==> src/rtl/mc_control_if.sv <==
// mc_control_if
//   Shared instruction/data memory port between the multi-cycle control FSM
//   and the memory. The controller owns the request side; memory answers
//   with a single-cycle acknowledge.
//
//   mem_req  : request is active (held until mem_ack)
//   mem_we   : write request, qualified by mem_req
//   iord     : address select, 0 = PC, 1 = ALU result register
//   mem_ack  : memory completes the pending request this cycle
//
//   Modports: master (controller side), slave (memory side).
interface mc_control_if;
    logic mem_req;
    logic mem_we;
    logic iord;
    logic mem_ack;

    modport master (output mem_req, output mem_we, output iord, input mem_ack);
    modport slave  (input mem_req, input mem_we, input iord, output mem_ack);
endinterface

==> src/rtl/mc_control.sv <==
// mc_control
//   Multi-cycle control FSM for the MIPS datapath. Walks each instruction
//   through FETCH, DECODE, EXEC, MEM and WB, drives every datapath enable
//   and mux select, and owns the shared memory port through a req/ack
//   handshake guarded by a bounded wait counter (bus error on timeout).
//
//   Parameters: WAIT_LIMIT (max cycles waiting for mem_ack), WAIT_W (counter
//   width, 2**WAIT_W > WAIT_LIMIT).
//
//   Ports:
//     clk, rst_n              clock (rising edge), async active-low reset
//     op, funct, bit16        decoded IR fields
//     zero, neg               ALU flags, valid in EXEC
//     mem                     memory handshake (mc_control_if.master)
//     ir_write, pc_write      IR / PC load strobes
//     pc_src, alu_srcb, alu_op, reg_write, reg_dst, mem_to_reg
//                             datapath selects and register file write
//     illegal                 one-cycle pulse on an unsupported encoding
//     bus_err                 sticky memory timeout flag
//
//   Build option: define MC_CONTROL_REGIMM_EN to accept op 0x01
//   (bltz/bgez selected by bit16). Without it op 0x01 decodes as illegal.
module mc_control #(
    parameter int WAIT_LIMIT = 255,
    parameter int WAIT_W     = 8
) (
    input  logic                clk,
    input  logic                rst_n,
    input  logic [5:0]          op,
    input  logic [5:0]          funct,
    input  logic                bit16,
    input  logic                zero,
    input  logic                neg,
    mc_control_if.master        mem,
    output logic                ir_write,
    output logic                pc_write,
    output logic [1:0]          pc_src,
    output logic [1:0]          alu_srcb,
    output logic [3:0]          alu_op,
    output logic                reg_write,
    output logic [1:0]          reg_dst,
    output logic [1:0]          mem_to_reg,
    output logic                illegal,
    output logic                bus_err
);

    typedef enum logic [2:0] {FETCH, DECODE, EXEC, MEM, WB, ERR} state_t;

    typedef enum logic [4:0] {
        C_ADDU, C_SUBU, C_AND, C_OR, C_SLT, C_SLL, C_SRL, C_JR,
        C_ADDIU, C_ORI, C_LUI, C_LW, C_SW, C_BEQ, C_BNE, C_J, C_JAL,
        C_BLTZ, C_BGEZ, C_ILL
    } iclass_t;

    localparam logic [WAIT_W-1:0] WAIT_LAST = WAIT_W'(WAIT_LIMIT - 1);

    state_t              state_q, state_d;
    iclass_t             cls_q, cls_d, dec_cls, next_cls;
    logic [WAIT_W-1:0]   wait_cnt_q, wait_cnt_d;
    logic                bus_err_q, bus_err_d;
    logic                mem_req_q, mem_req_d;
    logic                mem_we_q, mem_we_d;
    logic                iord_q, iord_d;
    logic [3:0]          alu_op_q, alu_op_d;
    logic [1:0]          alu_srcb_q, alu_srcb_d;
    logic                reg_write_q, reg_write_d;
    logic [1:0]          reg_dst_q, reg_dst_d;
    logic [1:0]          mem_to_reg_q, mem_to_reg_d;
    logic                taken, wait_hit, fetch_done;

`ifndef MC_CONTROL_REGIMM_EN
    logic unused_regimm;
    assign unused_regimm = bit16 ^ neg;
`endif

    // Instruction classification from the live IR fields (used in DECODE).
    always_comb begin
        dec_cls = C_ILL;
        case (op)
            6'h00: begin
                case (funct)
                    6'h21:   dec_cls = C_ADDU;
                    6'h23:   dec_cls = C_SUBU;
                    6'h24:   dec_cls = C_AND;
                    6'h25:   dec_cls = C_OR;
                    6'h2A:   dec_cls = C_SLT;
                    6'h00:   dec_cls = C_SLL;
                    6'h02:   dec_cls = C_SRL;
                    6'h08:   dec_cls = C_JR;
                    default: dec_cls = C_ILL;
                endcase
            end
`ifdef MC_CONTROL_REGIMM_EN
            6'h01:   dec_cls = bit16 ? C_BGEZ : C_BLTZ;
`endif
            6'h09:   dec_cls = C_ADDIU;
            6'h0D:   dec_cls = C_ORI;
            6'h0F:   dec_cls = C_LUI;
            6'h23:   dec_cls = C_LW;
            6'h2B:   dec_cls = C_SW;
            6'h04:   dec_cls = C_BEQ;
            6'h05:   dec_cls = C_BNE;
            6'h02:   dec_cls = C_J;
            6'h03:   dec_cls = C_JAL;
            default: dec_cls = C_ILL;
        endcase
    end

    // Branch condition, evaluated against the ALU flags during EXEC.
    always_comb begin
        taken = 1'b0;
        case (cls_q)
            C_BEQ:   taken = zero;
            C_BNE:   taken = !zero;
`ifdef MC_CONTROL_REGIMM_EN
            C_BLTZ:  taken = neg;
            C_BGEZ:  taken = !neg;
`endif
            default: taken = 1'b0;
        endcase
    end

    // The first cycle after reset sits in FETCH with no request yet, so
    // completion and wait counting are both qualified by the live request.
    assign fetch_done = (state_q == FETCH) && mem_req_q && mem.mem_ack;
    assign wait_hit   = mem_req_q && !mem.mem_ack && (wait_cnt_q == WAIT_LAST);

    // Next state, wait counter, latched instruction class and bus error.
    always_comb begin
        state_d   = state_q;
        next_cls  = (state_q == DECODE) ? dec_cls : cls_q;
        cls_d     = next_cls;
        case (state_q)
            FETCH: begin
                if (fetch_done)    state_d = DECODE;
                else if (wait_hit) state_d = ERR;
            end
            DECODE: state_d = (dec_cls == C_ILL) ? FETCH : EXEC;
            EXEC: begin
                case (cls_q)
                    C_LW, C_SW:                          state_d = MEM;
                    C_ADDU, C_SUBU, C_AND, C_OR, C_SLT,
                    C_SLL, C_SRL, C_ADDIU, C_ORI, C_LUI: state_d = WB;
                    default:                             state_d = FETCH;
                endcase
            end
            MEM: begin
                if (mem.mem_ack)   state_d = (cls_q == C_SW) ? FETCH : WB;
                else if (wait_hit) state_d = ERR;
            end
            WB:      state_d = FETCH;
            ERR:     state_d = ERR;
            default: state_d = FETCH;
        endcase

        // Any state change restarts the count, which covers entry into
        // FETCH and MEM; ack on the limit cycle is handled above.
        if (state_d != state_q)
            wait_cnt_d = '0;
        else if (mem_req_q && !mem.mem_ack)
            wait_cnt_d = wait_cnt_q + WAIT_W'(1);
        else
            wait_cnt_d = wait_cnt_q;

        bus_err_d = bus_err_q || (state_d == ERR);
    end

    // Moore outputs are registered from the next state so they line up
    // with the state they belong to and clear immediately on reset.
    always_comb begin
        mem_req_d    = (state_d == FETCH) || (state_d == MEM);
        iord_d       = (state_d == MEM);
        mem_we_d     = (state_d == MEM) && (next_cls == C_SW);
        alu_op_d     = 4'd0;
        alu_srcb_d   = 2'd0;
        reg_write_d  = 1'b0;
        reg_dst_d    = 2'd0;
        mem_to_reg_d = 2'd0;
        if (state_d == EXEC) begin
            case (next_cls)
                C_SUBU:      alu_op_d = 4'd1;
                C_AND:       alu_op_d = 4'd2;
                C_OR:        alu_op_d = 4'd3;
                C_SLT:       alu_op_d = 4'd4;
                C_SLL:       alu_op_d = 4'd5;
                C_SRL:       alu_op_d = 4'd6;
                C_ADDIU, C_LW, C_SW: alu_srcb_d = 2'd1;
                C_ORI: begin
                    alu_op_d   = 4'd3;
                    alu_srcb_d = 2'd2;
                end
                C_LUI:       alu_srcb_d = 2'd3;
                C_BEQ, C_BNE: alu_op_d = 4'd1;
                C_JAL: begin
                    reg_write_d  = 1'b1;
                    reg_dst_d    = 2'd2;
                    mem_to_reg_d = 2'd2;
                end
                default:     alu_op_d = 4'd0;
            endcase
        end
        if (state_d == WB) begin
            reg_write_d = 1'b1;
            case (next_cls)
                C_ADDU, C_SUBU, C_AND, C_OR, C_SLT, C_SLL, C_SRL: reg_dst_d = 2'd1;
                C_LW:    mem_to_reg_d = 2'd1;
                default: reg_dst_d = 2'd0;
            endcase
        end
    end

    always_ff @(posedge clk or negedge rst_n) begin
        if (!rst_n) begin
            state_q      <= FETCH;
            cls_q        <= C_ILL;
            wait_cnt_q   <= '0;
            bus_err_q    <= 1'b0;
            mem_req_q    <= 1'b0;
            mem_we_q     <= 1'b0;
            iord_q       <= 1'b0;
            alu_op_q     <= 4'd0;
            alu_srcb_q   <= 2'd0;
            reg_write_q  <= 1'b0;
            reg_dst_q    <= 2'd0;
            mem_to_reg_q <= 2'd0;
        end else begin
            state_q      <= state_d;
            cls_q        <= cls_d;
            wait_cnt_q   <= wait_cnt_d;
            bus_err_q    <= bus_err_d;
            mem_req_q    <= mem_req_d;
            mem_we_q     <= mem_we_d;
            iord_q       <= iord_d;
            alu_op_q     <= alu_op_d;
            alu_srcb_q   <= alu_srcb_d;
            reg_write_q  <= reg_write_d;
            reg_dst_q    <= reg_dst_d;
            mem_to_reg_q <= mem_to_reg_d;
        end
    end

    // Strobes that depend on mem_ack or the ALU flags in the same cycle.
    always_comb begin
        pc_src = 2'd0;
        if (state_q == EXEC) begin
            case (cls_q)
                C_BEQ, C_BNE, C_BLTZ, C_BGEZ: pc_src = 2'd1;
                C_J, C_JAL:                   pc_src = 2'd2;
                C_JR:                         pc_src = 2'd3;
                default:                      pc_src = 2'd0;
            endcase
        end
    end

    assign ir_write = fetch_done;
    assign pc_write = fetch_done ||
                      ((state_q == EXEC) &&
                       (taken || cls_q == C_J || cls_q == C_JAL || cls_q == C_JR));
    assign illegal  = (state_q == DECODE) && (dec_cls == C_ILL);

    assign mem.mem_req = mem_req_q;
    assign mem.mem_we  = mem_we_q;
    assign mem.iord    = iord_q;
    assign alu_op      = alu_op_q;
    assign alu_srcb    = alu_srcb_q;
    assign reg_write   = reg_write_q;
    assign reg_dst     = reg_dst_q;
    assign mem_to_reg  = mem_to_reg_q;
    assign bus_err     = bus_err_q;

endmodule

==> src/flat_wrapper.sv <==
// flat-port wrapper written by rule: the top's interface ports become plain ports
module mc_control_flat 
#(
    parameter int WAIT_LIMIT = 255,
    parameter int WAIT_W     = 8
)
  (clk, rst_n, op, funct, bit16, zero, neg, ir_write, pc_write, pc_src, alu_srcb, alu_op, reg_write, reg_dst, mem_to_reg, illegal, bus_err, mem_mem_req, mem_mem_we, mem_iord, mem_mem_ack);
  mc_control_if mem_i ();
  input  logic clk;
  input  logic rst_n;
  input  logic [5:0] op;
  input  logic [5:0] funct;
  input  logic bit16;
  input  logic zero;
  input  logic neg;
  output logic ir_write;
  output logic pc_write;
  output logic [1:0] pc_src;
  output logic [1:0] alu_srcb;
  output logic [3:0] alu_op;
  output logic reg_write;
  output logic [1:0] reg_dst;
  output logic [1:0] mem_to_reg;
  output logic illegal;
  output logic bus_err;
  output wire logic [$bits(mem_i.mem_req)-1:0] mem_mem_req;
  output wire logic [$bits(mem_i.mem_we)-1:0] mem_mem_we;
  output wire logic [$bits(mem_i.iord)-1:0] mem_iord;
  input wire logic [$bits(mem_i.mem_ack)-1:0] mem_mem_ack;
  assign mem_mem_req = mem_i.mem_req;
  assign mem_mem_we = mem_i.mem_we;
  assign mem_iord = mem_i.iord;
  assign mem_i.mem_ack = mem_mem_ack;
  mc_control #(.WAIT_LIMIT(WAIT_LIMIT), .WAIT_W(WAIT_W)) u_core (.clk(clk), .rst_n(rst_n), .op(op), .funct(funct), .bit16(bit16), .zero(zero), .neg(neg), .mem(mem_i), .ir_write(ir_write), .pc_write(pc_write), .pc_src(pc_src), .alu_srcb(alu_srcb), .alu_op(alu_op), .reg_write(reg_write), .reg_dst(reg_dst), .mem_to_reg(mem_to_reg), .illegal(illegal), .bus_err(bus_err));
endmodule
==> config.mk <==
export PLATFORM = sky130hd
export DESIGN_NAME = mc_control_flat
export DESIGN_NICKNAME = d
export VERILOG_FILES = /design/src/rtl/mc_control_if.sv /design/src/rtl/mc_control.sv /design/src/flat_wrapper.sv
export SDC_FILE = /design/constraint.sdc
export NUM_CORES = 1
export LEC_CHECK = 0
export CORE_UTILIZATION = 47
export DETAILED_ROUTE_END_ITERATION = 8
export PLACE_DENSITY = 0.76
export SLEW_MARGIN = 20
export SYNTH_ARGS = -nofsm -noshare
export SYNTH_HDL_FRONTEND = slang
export SYNTH_SLANG_ARGS = --single-unit
==> constraint.sdc <==
create_clock -name clk -period 2.6 [get_ports clk]
set_clock_uncertainty 0.2 [all_clocks]
set_input_delay 0.52 -clock clk [delete_from_list [all_inputs] [get_ports clk]]
set_output_delay 0.52 -clock clk [all_outputs]
set_load 0.005 [all_outputs]
==> impl_results.html <==
<table>
<tr><th>Metric</th><th>Value</th></tr>
<tr><th colspan="2">Synthesis</th></tr>
<tr><td>Top cell type by total area after synthesis</td><td>sky130_fd_sc_hd__dfrtp_1</td></tr>
<tr><td>Area contributors post-synth</td><td>sky130_fd_sc_hd__dfrtp_1 (34%), sky130_fd_sc_hd__nor2_1 (5.1%), sky130_fd_sc_hd__dfstp_2 (4.0%)</td></tr>
<tr><td>Number of distinct library cells after synthesis</td><td>between 60 and 70</td></tr>
<tr><td>Number of enable flip-flop cells after synthesis</td><td>0</td></tr>
<tr><td>Total of warnings raised by yosys</td><td>0</td></tr>
<tr><td>Share of Yosys cell area claimed by the top area cell type</td><td>between 30% and 40%</td></tr>
<tr><td>Post-Syn Nets</td><td>240</td></tr>
<tr><td>Flip-flop cell with the highest count after synthesis</td><td>sky130_fd_sc_hd__dfrtp_1</td></tr>
<tr><td>Portion of the post-synthesis area used by sequential elements</td><td>38.2%</td></tr>
<tr><td>Mapped Avg Cell Area</td><td>8.97 um^2</td></tr>
<tr><td>Total of flip-flops plus latches after synthesis</td><td>30</td></tr>
<tr><td>Netlist Area Pre-Place</td><td>between 1500 and 2000 um^2</td></tr>
<tr><td>Synthesized netlist cell count</td><td>between 200 and 250</td></tr>
<tr><td>Share of synthesized flip-flops with an asynchronous set or reset</td><td>100%</td></tr>
<tr><th colspan="2">CTS</th></tr>
<tr><td>CTS tree</td><td>built</td></tr>
<tr><td>Maximum buffer depth of the clock tree</td><td>2</td></tr>
<tr><td>Total of hold buffers inserted after clock tree synthesis</td><td>0</td></tr>
<tr><td>Maximum level of the CTS H-tree</td><td>2</td></tr>
<tr><td>Clock Latency Late Sink</td><td>around 280 ps</td></tr>
<tr><td>Clk sinks</td><td>30</td></tr>
<tr><td>Total clock buffers created by CTS</td><td>5</td></tr>
<tr><td>Cell chosen for the clock root</td><td>sky130_fd_sc_hd__clkbuf_8</td></tr>
<tr><td>Post-CTS clock slew at the launch and capture registers of the worst setup and hold paths</td><td>around 60 ps</td></tr>
<tr><th colspan="2">Worst setup path</th></tr>
<tr><td>RR Endpoint</td><td>u_core.wait_cnt_q[1]</td></tr>
<tr><td>Category of the worst setup path launch point</td><td>input port</td></tr>
<tr><td>Depth of the worst register-to-register path</td><td>7</td></tr>
<tr><td>Type of destination of the critical path</td><td>flip-flop</td></tr>
<tr><td>Source of the worst register-to-register timing path</td><td>u_core.cls_q[1]</td></tr>
<tr><td>Reg-to-reg slack, setup</td><td>approximately 40 ps</td></tr>
<tr><td>Worst setup path category</td><td>in2reg</td></tr>
<tr><td>Worst EP arrival</td><td>between 2000 and 3000 ps</td></tr>
<tr><td>CP Data Required Time</td><td>roughly 2600 ps</td></tr>
<tr><td>Largest driver fanout on the critical path</td><td>4</td></tr>
<tr><th colspan="2">Layout</th></tr>
<tr><td>Nets</td><td>340</td></tr>
<tr><td>Post-route design area</td><td>between 3000 and 4000 um^2</td></tr>
<tr><td>Area Overhead vs Synth</td><td>57.7%</td></tr>
<tr><td>Fraction of layout cells with a size suffix above 1</td><td>39.3%</td></tr>
<tr><td>Most flops, register</td><td>u_core.wait_cnt_q</td></tr>
<tr><td>Max reg flops</td><td>8</td></tr>
<tr><td>Registers with the most flip-flops</td><td>u_core.wait_cnt_q (8), u_core.cls_q (5)</td></tr>
<tr><td>Count of antenna diodes in the layout</td><td>0</td></tr>
<tr><td>Fill cell instance count of the final layout</td><td>249</td></tr>
<tr><th colspan="2">Route</th></tr>
<tr><td>Detailed-route wire length</td><td>6090 um</td></tr>
<tr><td>Wirelength per Cell</td><td>16.4 um</td></tr>
<tr><td>Number of DRC violations after detailed-routing iteration 0</td><td>roughly 130</td></tr>
<tr><td>ANT nets after route</td><td>0</td></tr>
<tr><td>DRC viols</td><td>0</td></tr>
<tr><td>Total number of vias</td><td>between 2000 and 2500</td></tr>
<tr><td>Via count normalized by instance count</td><td>roughly 5.7</td></tr>
<tr><td>Detailed Routing Iterations Pass 1</td><td>4</td></tr>
<tr><th colspan="2">Timing</th></tr>
<tr><td>Fin crit period</td><td>~2600 ps</td></tr>
<tr><td>Number of endpoints with negative hold slack in the final report</td><td>0</td></tr>
<tr><td>Post-Route Setup TNS</td><td>0 ps</td></tr>
<tr><td>Final count of pins violating max slew</td><td>0</td></tr>
<tr><td>Final worst-path cycle share</td><td>between 90% and 100%</td></tr>
<tr><td>Final setup violation count</td><td>0</td></tr>
<tr><td>RSZ-0062 raised after global routing</td><td>true</td></tr>
<tr><td>Achievable clock frequency</td><td>about 390 MHz</td></tr>
<tr><th colspan="2">Global route</th></tr>
<tr><td>Via count of the first global-routing pass</td><td>2043</td></tr>
<tr><td>Final global-route overflow total</td><td>0</td></tr>
<tr><td>Global-route usage over all layers</td><td>~28%</td></tr>
<tr><td>Pin count of the biggest net entering global routing</td><td>31</td></tr>
<tr><td>Wire length of the first global-routing pass</td><td>around 9400 um</td></tr>
<tr><td>Number of antenna violations at the first check in global routing</td><td>0</td></tr>
<tr><th colspan="2">Die</th></tr>
<tr><td>Die width</td><td>about 67 um</td></tr>
<tr><td>Vertical die dimension</td><td>about 67 um</td></tr>
<tr><td>Starting density of the core</td><td>49.0%</td></tr>
<tr><td>Area of the die</td><td>between 4000 and 5000 um^2</td></tr>
<tr><td>Core Rows</td><td>23</td></tr>
<tr><td>Total I/O pin count</td><td>38</td></tr>
<tr><td>Core Area</td><td>4030 um^2</td></tr>
<tr><th colspan="2">Placement</th></tr>
<tr><td>Total of buffers placed on input and output ports</td><td>34</td></tr>
<tr><td>Area post-placement</td><td>around 2700 um^2</td></tr>
<tr><td>Gpl congestion</td><td>about 0.85</td></tr>
<tr><td>Half-perimeter wire length after detailed placement</td><td>between 3000 and 4000 um</td></tr>
<tr><th colspan="2">Worst hold path</th></tr>
<tr><td>Hold path start</td><td>u_core.bus_err</td></tr>
<tr><td>Worst min-delay path category</td><td>reg2reg</td></tr>
<tr><td>Worst hold endpoint</td><td>u_core.bus_err</td></tr>
<tr><td>WHS Path Cells</td><td>1</td></tr>
<tr><th colspan="2">Power and ir drop</th></tr>
<tr><td>Pwr/cell area</td><td>698 nW/um^2</td></tr>
<tr><td>Leak pwr</td><td>roughly 1.4 nW</td></tr>
<tr><td>Worst-case vdd ir drop</td><td>a little under 500 uV</td></tr>
<tr><th colspan="2">Flow run</th></tr>
<tr><td>Count of maximum capacitance violations</td><td>0</td></tr>
<tr><th colspan="2">Status</th></tr>
<tr><td>Outcome</td><td>finished clean</td></tr>
</table>
## worst max path at each step
stage,startpoint,endpoint,cells after the start
6_report,op[0],u_core.reg_dst[0],11
5_1_grt,op[0],u_core.reg_dst[0],11
2_1_floorplan,op[4],u_core.alu_op[0],7
4_1_cts,u_core.state_q[0],ir_write,4
3_3_place_gp,op[3],illegal,7
3_5_place_dp,op[3],illegal,7
## cells in the mapped netlist (4+ instances only)
cell type                  instances
sky130_fd_sc_hd__o21ai_0           7
sky130_fd_sc_hd__inv_1            10
sky130_fd_sc_hd__xnor2_1           4
sky130_fd_sc_hd__xor2_1            6
sky130_fd_sc_hd__dfrtp_1          27
sky130_fd_sc_hd__nand4_1           4
sky130_fd_sc_hd__nor2_1           27
sky130_fd_sc_hd__clkbuf_1          5
sky130_fd_sc_hd__a21oi_1          11
sky130_fd_sc_hd__nor2b_1           4
sky130_fd_sc_hd__nand3b_1          6
sky130_fd_sc_hd__and3_1            4
sky130_fd_sc_hd__nand2_1          18
sky130_fd_sc_hd__nand3_1           6
sky130_fd_sc_hd__nor3_1            7
## cell usage in the layout (no fill, tap or decap), types with 4 or more instances in the layout
| master | count |
|---|---|
| sky130_fd_sc_hd__buf_4 | 68 |
| sky130_fd_sc_hd__nand2_1 | 16 |
| sky130_fd_sc_hd__a21oi_1 | 8 |
| sky130_fd_sc_hd__dfrtp_1 | 27 |
| sky130_fd_sc_hd__dlygate4sd2_1 | 9 |
| sky130_fd_sc_hd__xor2_1 | 6 |
| sky130_fd_sc_hd__clkbuf_8 | 6 |
| sky130_fd_sc_hd__clkdlybuf4s50_1 | 16 |
| sky130_fd_sc_hd__nand3b_1 | 6 |
| sky130_fd_sc_hd__nor2_4 | 4 |
| sky130_fd_sc_hd__xnor2_1 | 4 |
| sky130_fd_sc_hd__o21ai_0 | 4 |
| sky130_fd_sc_hd__nand4_1 | 4 |
| sky130_fd_sc_hd__inv_1 | 9 |
| sky130_fd_sc_hd__nand3_1 | 6 |
| sky130_fd_sc_hd__nor3_1 | 6 |
| sky130_fd_sc_hd__nor2_1 | 22 |
## layer usage
layer  part of all wire, %  track usage (%)  up-vias
met5                     0                0        -
met4                   1.7             12.5        0
met3                   4.8             5.99       16
met2                    50             48.5       65
met1                    43             34.0     1028
li1                      -                -     1013
## through the flow
| step | total power, W | hold WS, ps | worst slack, ps | std cells | util [%] |
|---|---|---|---|---|---|
| 2_1_floorplan | 0.00115 | 24.4 | 70.9 | 220 | - |
| 3_3_place_gp | 0.00153 | 243 | -595 | 348 | 67.8 |
| 3_5_place_dp | 0.00156 | 260 | -618 | 348 | 67.8 |
| 4_1_cts | 0.00206 | 274 | 12.2 | 369 | 74.7 |
| 5_1_grt | 0.00229 | 286 | -73.9 | 371 | 77.3 |
| 6_report | 0.00217 | 271 | 2.99 | 371 | 77.3 |
## timing repair
action	CTS	global route
resized for setup	47	32
endpoints found under the setup margin	16	20
buffers inserted	14	3
pin swaps	20	15
## cell families (layout without fill, tap and decap cells)
group,count (synthesis),in the layout,share of synthesized area [%]
mux,1,1,0.760
other cells,1,1,0.190
flops,30,30,38.2
buf+inv,21,122,4.94
compound gates,55,55,22.2
simple gates,100,100,28.0
fa+ha+maj,2,2,1.27
xor+xnor,10,10,4.44
## where the power goes
part / leakage [nW] / switching, W / internal, W / total [W]
registers: 0.399 / 0.0000952 / 0.000563 / 0.000658
clock network: 0.0472 / 0.000173 / 0.000212 / 0.000385
logic: 0.943 / 0.000574 / 0.000555 / 0.00113
## worst max-delay path, stage by stage
cell	delay, ps
sky130_fd_sc_hd__dlygate4sd2_1	250
sky130_fd_sc_hd__buf_4	160
sky130_fd_sc_hd__a311oi_4	320
sky130_fd_sc_hd__buf_4	170
sky130_fd_sc_hd__buf_4	90
sky130_fd_sc_hd__buf_4	90
sky130_fd_sc_hd__buf_4	90
sky130_fd_sc_hd__o32a_1	190
sky130_fd_sc_hd__and3_1	260
sky130_fd_sc_hd__nor2_1	100
sky130_fd_sc_hd__a2111oi_2	310
## final cells by class
type / count / area (um^2) / share of cell area, %
Clock buffer: 6 / 82.6 / 2.65
Clock inverter: 2 / 12.5 / 0.402
Inverter: 10 / 37.5 / 1.21
Multi-Input combinational cell: 169 / 1310 / 42.2
Sequential cell: 30 / 754 / 24.2
Tap cell: 50 / 62.6 / 2.01
Timing Repair Buffer: 104 / 851 / 27.3
Note: power is estimated with default switching activity, not from simulation.
